==> src/rtl/simt_scheduler.sv <==
`default_nettype none
// ============================================================================
// Module   : simt_scheduler
// Purpose  : Per-core control scheduler with SIMT branch divergence. Walks the
//            core through IDLE/FETCH/DECODE/REQUEST/WAIT/EXECUTE/UPDATE/DONE.
//            Divergent branches split the active-thread mask and push a
//            reconvergence entry. SYNC either switches to the pending path or
//            pops the entry and restores the pre-branch mask.
// Ports    : clk, reset (async, active-low)
//            start, thread_count            - kernel launch (sampled in IDLE)
//            fetch_valid                    - fetcher has an instruction
//            decoded_*                      - decoded instruction class
//            lsu_busy[T]                    - per-lane LSU busy
//            next_pc[T*PC_BITS]             - per-lane next PC
//            core_state, current_pc         - shared control state
//            active_mask[T]                 - lanes executing current instr
//            stack_depth                    - reconvergence stack occupancy
//            done, fault                    - kernel finished / error
// Revision : 1.0 - initial release
// ============================================================================
module simt_scheduler #(
    parameter int THREADS_PER_BLOCK = 4,
    parameter int PC_BITS           = 8,
    parameter int STACK_DEPTH       = 4
) (
    input  logic                                 clk,
    input  logic                                 reset,
    input  logic                                 start,
    input  logic [$clog2(THREADS_PER_BLOCK):0]   thread_count,
    input  logic                                 fetch_valid,
    input  logic                                 decoded_mem_read_enable,
    input  logic                                 decoded_mem_write_enable,
    input  logic                                 decoded_branch,
    input  logic                                 decoded_sync,
    input  logic                                 decoded_ret,
    input  logic [THREADS_PER_BLOCK-1:0]         lsu_busy,
    input  logic [THREADS_PER_BLOCK*PC_BITS-1:0] next_pc,
    output logic [2:0]                           core_state,
    output logic [PC_BITS-1:0]                   current_pc,
    output logic [THREADS_PER_BLOCK-1:0]         active_mask,
    output logic [$clog2(STACK_DEPTH):0]         stack_depth,
    output logic                                 done,
    output logic                                 fault
);

    localparam int c_DW = $clog2(STACK_DEPTH) + 1;
    localparam int c_IW = (STACK_DEPTH > 1) ? $clog2(STACK_DEPTH) : 1;
    localparam logic [c_DW-1:0] c_FULL = c_DW'(STACK_DEPTH);

    localparam logic [2:0] c_IDLE    = 3'd0;
    localparam logic [2:0] c_FETCH   = 3'd1;
    localparam logic [2:0] c_DECODE  = 3'd2;
    localparam logic [2:0] c_REQUEST = 3'd3;
    localparam logic [2:0] c_WAIT    = 3'd4;
    localparam logic [2:0] c_EXECUTE = 3'd5;
    localparam logic [2:0] c_UPDATE  = 3'd6;
    localparam logic [2:0] c_DONE    = 3'd7;

    logic [2:0]                   r_state;
    logic [PC_BITS-1:0]           r_pc;
    logic [THREADS_PER_BLOCK-1:0] r_mask;
    logic [c_DW-1:0]              r_depth;
    logic                         r_done;
    logic                         r_fault;

    // Reconvergence stack: fall-through PC/mask, the mask before the split,
    // and whether the fall-through path still has to run.
    logic [PC_BITS-1:0]           r_stk_pc    [STACK_DEPTH];
    logic [THREADS_PER_BLOCK-1:0] r_stk_mask  [STACK_DEPTH];
    logic [THREADS_PER_BLOCK-1:0] r_stk_saved [STACK_DEPTH];
    logic [STACK_DEPTH-1:0]       r_stk_pend;

    logic [PC_BITS-1:0]           w_pc_inc;
    logic [PC_BITS-1:0]           w_lead_pc;
    logic [PC_BITS-1:0]           w_tk_pc;
    logic [THREADS_PER_BLOCK-1:0] w_ft;
    logic [THREADS_PER_BLOCK-1:0] w_tk;
    logic [THREADS_PER_BLOCK-1:0] w_start_mask;
    logic [c_IW-1:0]              w_top;
    logic [c_IW-1:0]              w_push_idx;
    logic                         w_mem_op;
    logic                         w_lanes_idle;

    assign w_pc_inc     = r_pc + PC_BITS'(1);
    assign w_top        = c_IW'(r_depth - c_DW'(1));
    assign w_push_idx   = c_IW'(r_depth);
    assign w_mem_op     = decoded_mem_read_enable | decoded_mem_write_enable;
    // Only active lanes hold up WAIT; masked-off lanes may report anything.
    assign w_lanes_idle = (lsu_busy & r_mask) == '0;

    // Lane classification and lowest-index PC selection. Loops run from the
    // top lane down so the lowest matching lane is the last (winning) write.
    always_comb begin
        w_ft         = '0;
        w_start_mask = '0;
        w_lead_pc    = r_pc;
        w_tk_pc      = r_pc;
        for (int i = THREADS_PER_BLOCK - 1; i >= 0; i--) begin
            w_start_mask[i] = (i < int'(thread_count));
            if (r_mask[i]) begin
                w_lead_pc = next_pc[i*PC_BITS +: PC_BITS];
                if (next_pc[i*PC_BITS +: PC_BITS] == w_pc_inc) begin
                    w_ft[i] = 1'b1;
                end
            end
        end
        w_tk = r_mask & ~w_ft;
        for (int i = THREADS_PER_BLOCK - 1; i >= 0; i--) begin
            if (w_tk[i]) begin
                w_tk_pc = next_pc[i*PC_BITS +: PC_BITS];
            end
        end
    end

    always_ff @(posedge clk or negedge reset) begin
        if (!reset) begin
            r_state    <= c_IDLE;
            r_pc       <= '0;
            r_mask     <= '0;
            r_depth    <= '0;
            r_done     <= 1'b0;
            r_fault    <= 1'b0;
            r_stk_pend <= '0;
            for (int i = 0; i < STACK_DEPTH; i++) begin
                r_stk_pc[i]    <= '0;
                r_stk_mask[i]  <= '0;
                r_stk_saved[i] <= '0;
            end
        end else begin
            case (r_state)
                c_IDLE: begin
                    if (start) begin
                        if (thread_count == '0) begin
                            r_state <= c_DONE;
                            r_done  <= 1'b1;
                        end else begin
                            r_mask  <= w_start_mask;
                            r_pc    <= '0;
                            r_state <= c_FETCH;
                        end
                    end
                end
                c_FETCH: begin
                    if (fetch_valid) begin
                        r_state <= c_DECODE;
                    end
                end
                c_DECODE:  r_state <= c_REQUEST;
                c_REQUEST: r_state <= c_WAIT;
                c_WAIT: begin
                    if (!w_mem_op || w_lanes_idle) begin
                        r_state <= c_EXECUTE;
                    end
                end
                c_EXECUTE: r_state <= c_UPDATE;
                c_UPDATE: begin
                    r_state <= c_FETCH;
                    if (decoded_ret) begin
                        // Returning while paths are still outstanding is an error.
                        r_state <= c_DONE;
                        r_done  <= 1'b1;
                        if (r_depth != '0) begin
                            r_fault <= 1'b1;
                        end
                    end else if (decoded_branch) begin
                        if (w_ft == '0 || w_tk == '0) begin
                            r_pc <= w_lead_pc;
                        end else if (r_depth == c_FULL) begin
                            r_state <= c_DONE;
                            r_done  <= 1'b1;
                            r_fault <= 1'b1;
                        end else begin
                            // Run the taken path first; fall-through waits on the stack.
                            r_stk_pc[w_push_idx]    <= w_pc_inc;
                            r_stk_mask[w_push_idx]  <= w_ft;
                            r_stk_saved[w_push_idx] <= r_mask;
                            r_stk_pend[w_push_idx]  <= 1'b1;
                            r_depth                 <= r_depth + c_DW'(1);
                            r_mask                  <= w_tk;
                            r_pc                    <= w_tk_pc;
                        end
                    end else if (decoded_sync) begin
                        if (r_depth == '0) begin
                            r_pc <= w_pc_inc;
                        end else if (r_stk_pend[w_top]) begin
                            r_pc              <= r_stk_pc[w_top];
                            r_mask            <= r_stk_mask[w_top];
                            r_stk_pend[w_top] <= 1'b0;
                        end else begin
                            r_mask  <= r_stk_saved[w_top];
                            r_pc    <= w_pc_inc;
                            r_depth <= r_depth - c_DW'(1);
                        end
                    end else begin
                        r_pc <= w_lead_pc;
                    end
                end
                c_DONE:  r_state <= c_DONE;
                default: r_state <= c_IDLE;
            endcase
        end
    end

    assign core_state  = r_state;
    assign current_pc  = r_pc;
    assign active_mask = r_mask;
    assign stack_depth = r_depth;
    assign done        = r_done;
    assign fault       = r_fault;

endmodule
`default_nettype wire

==> config.mk <==
export PLATFORM = sky130hd
export DESIGN_NAME = simt_scheduler
export DESIGN_NICKNAME = d
export VERILOG_FILES = /design/src/rtl/simt_scheduler.sv
export SDC_FILE = /design/constraint.sdc
export NUM_CORES = 1
export LEC_CHECK = 0
export CAP_MARGIN = 20
export CORE_MARGIN = 2
export CORE_UTILIZATION = 50
export DETAILED_ROUTE_END_ITERATION = 8
export HOLD_SLACK_MARGIN = 0.03
export PLACE_DENSITY = 0.69
export SYNTH_ARGS = -nofsm -noshare
export SYNTH_HDL_FRONTEND = slang
export SYNTH_SLANG_ARGS = --single-unit
==> constraint.sdc <==
create_clock -name clk -period 4.8 [get_ports clk]
set_input_delay 0.48 -clock clk [delete_from_list [all_inputs] [get_ports clk]]
set_output_delay 0.48 -clock clk [all_outputs]
set_load 0.03 [all_outputs]
==> reports/results.txt <==
fin crit period - 3.956 ns
antenna viol nets, final - 0
Required @ worst endpoint - 5.02 ns
Post-Syn Instances - 569
Fin. Hold Viols - 0
Worst R2R End - r_stk_saved[5]
Power Dens Cells - 496.4 nW/µm²
Reg2Reg Setup Slack - 0.84 ns
Synth Area in Compound Gates - 0.1298
period utilization - 0.8242
achievable frequency - 252.8 MHz
H-Tree Depth - 3
FF+latch area - 2202 µm²
# resized after CTS - 0
worst hold-check path type - in -> async
drt drc - 0
CTS sink count - 88
Synth Flop Type - dfrtp_1
pins over their slew limit - 0
footprint of the multi-input gates - 3670 µm²
die height - 114.8 µm
Die ar. - 13180 µm²
first-pass GRT wire length - 25920 µm
register bit count reported by yosys - 88
Inserted Diodes - 0
post-CTS setup buffers - 0
GR Overflow Total - 0
Post-Synth Simple-Gate Area - 0.1347
ys async rst share - 1.000
total CTS buffers - 9
Final Setup Violations - 0
Worst R2R Start - current_pc[1]
worst vdd ir - 196.2 µV
# IOs - 68
Setup Total Neg Slack - 0 ns
XOR/XNOR Fraction of Synth Area - 0.07722
Max-cap violations - 0
RSZ-0062 raised after global routing - no
vias per inst - 6.145
Slew headroom - 0.2880
CTS max path bufs - 2
Synth warnings - 0
Syn Area/Cell - 10.79 µm²
sequential area share after synthesis - 0.3586
drt first-iter violations - 486
router iterations before antenna repair - 5
initial antenna violation count - 0
CTS root buf - clkbuf_16
Synth Area in Adders - 0.01426
# nets final - 675
layout cells sized above 1 - 0.1744
CP startpoint - current_pc[1]
Port Buffers - 67
syn_nets - 624
clk slew on worst S/H paths - 0.06 ns
leakage - 3.227 nW
Setup CP Type - reg -> reg
CP Launch Type - flip-flop
Core Area - 12010 µm²
status - finished clean
Register-to-Register Path Depth - 11
clock latency on the worst-skew pair - 0.34 ns
delay-heaviest family, CP - simple AND/OR/NAND/NOR gates
largest family of logic cells by synthesized area - multiplexers
Cell Area, Synth - 6141 µm²
number of global-route vias before repair - 4731
routability cong. - 0.9217
fill cell count - 1002
crit path buf inv count - 1
Die W - 114.8 µm
Avg WL per Cell - 21.01 µm
CP max FO - 19
Vias - 4744
worst path arrival time - 4.18 ns
CTS tree - done
Worst Setup End Kind - flip-flop
EDFF count, synth - 0
Worst path slowest cell - dfrtp_1
Distinct cells, synth - 74
gr usage total - 0.2566
crit-path cells - ha_1 -> and3_1 -> xnor3_1 -> nand2_1 -> a2111o_1 -> nor3_2 -> or4_4 -> nand3_4 -> nor4_4 -> buf_4 -> mux2_2
Setup Skew - 0.006811 ns
max incr delay on CP - 0.47 ns
Hold Buf Count CTS - 0
row cnt - 40
Layout Utilization - 0.6020
Synth-to-Final Area Change - 17.75%
post-synthesis mux area share - 0.2416
worst slew pin tran - 1.065 ns
Initial Util - 0.5113
largest net degree at the start of global routing - 89
hpwl dp - 11090 µm
final wirelength - 16220 µm
==> state kept, by name, indices dropped and copies added (netlist names) <==
signal,flops
stack_depth,3
done,1
core_state,3
r_stk_pc,32
current_pc,8
r_stk_pend,4
fault,1
r_stk_saved,16
active_mask,4
r_stk_mask,16
==> cell usage after synthesis, types with 10 or more instances <==
master    count  area (µm²)
dfrtp_1      88        2202
mux2i_1      38       380.4
mux2_2       36       405.4
nor2_1       33       123.9
a21oi_1      32       160.2
mux2_1       32       360.4
nand2_1      31       116.4
clkbuf_1     24       90.09
o21ai_0      20       100.1
inv_1        17       63.81
mux4_2       15       337.8
xnor2_1      14       122.6
a211oi_1     12       90.09
nor2b_1      11       68.82
o211ai_1     11       82.58
or2_2        11       68.82
xnor3_1      11       247.7
xor2_1       10       87.58
==> cell usage in the layout, fill, tap and decap left out, types with 9 or more instances in the layout <==
| master | Yosys | final |
|---|---|---|
| a211oi_1 | 12 | 12 |
| a21oi_1 | 32 | 32 |
| buf_4 | 3 | 12 |
| clkbuf_16 | 0 | 9 |
| clkdlybuf4s50_1 | 0 | 66 |
| dfrtp_1 | 88 | 88 |
| inv_1 | 17 | 17 |
| mux2_1 | 32 | 32 |
| mux2_2 | 36 | 36 |
| mux2i_1 | 38 | 38 |
| mux4_2 | 15 | 15 |
| nand2_1 | 31 | 31 |
| nor2_1 | 33 | 33 |
| nor2b_1 | 11 | 11 |
| o211ai_1 | 11 | 11 |
| o21ai_0 | 20 | 20 |
| or2_2 | 11 | 11 |
| xnor2_1 | 14 | 14 |
| xnor3_1 | 11 | 11 |
| xor2_1 | 10 | 10 |
==> where the power goes <==
group          internal, W  leakage, nW  switching, W
Combinational     0.000773         1.91      0.000988
Clock             0.000460        0.155      0.000303
Sequential        0.000826         1.16      0.000240
==> worst register-to-register path, delay by kind of cell (launching register included) <==
family                     cells  cell delay, ns
DFF                            1            0.47
buffers and inverters          1            0.34
muxes                          1            0.38
AOI/OAI and AO/OA              1            0.34
xor gates and xnor gates       1            0.19
and+or+nand+nor                6            1.80
adders and majority gates      1            0.32
==> how the worst max path moves through the flow <==
stage / to / cells past startpoint
after floorplan: active_mask[1] / 11
after global placement: r_stk_saved[15] / 11
after detailed placement: r_stk_mask[10] / 11
after CTS: r_stk_saved[5] / 11
after global routing: r_stk_saved[5] / 10
final: r_stk_saved[5] / 11
==> area by class of cell <==
cell class              instances  share of cell area
clock buffers                  10             0.03167
clock inverters                 6             0.01280
inverters                      20             0.01038
multi-input cells             422              0.5075
flip-flops and latches         88              0.3046
well taps                     147             0.02544
repair buffers                 79              0.1076
==> metal layers <==
metal,part of all wire,global-route usage,vias to the layer above,wire [µm]
li1,-,-,2199,-
met1,0.45,0.3551,2366,7372
met2,0.46,0.4036,143,7494
met3,0.053,0.04797,36,852
met4,0.031,0.1004,0,500
met5,0,0,-,0
==> through the flow <==
step / instances / hold WS [ns] / setup slack (ns) / instance area, µm² / total power [W]
2_1_floorplan: 569 / 0.1844 / 0.9975 / 6141 / 0.002247
3_3_place_gp: 755 / 0.4448 / 0.9540 / 6882 / 0.002790
3_5_place_dp: 755 / 0.4476 / 0.8464 / 6882 / 0.002812
4_1_cts: 771 / 0.3935 / 0.8872 / 7203 / 0.003581
5_1_grt: 772 / 0.03227 / 0.6261 / 7231 / 0.003791
6_report: 772 / 0.02624 / 0.8439 / 7231 / 0.003589
==> cell families (layout without fill, tap and decap cells) <==
family / Yosys count / count (layout)
AND/OR/NAND/NOR: 139 / 139
adder cells (fa/ha/maj): 7 / 7
flip-flops: 88 / 88
multiplexers: 121 / 121
buffers and inverters: 59 / 115
XOR/XNOR: 36 / 36
AO/OA/AOI/OAI: 119 / 119
(Power assumes the default switching activity.)
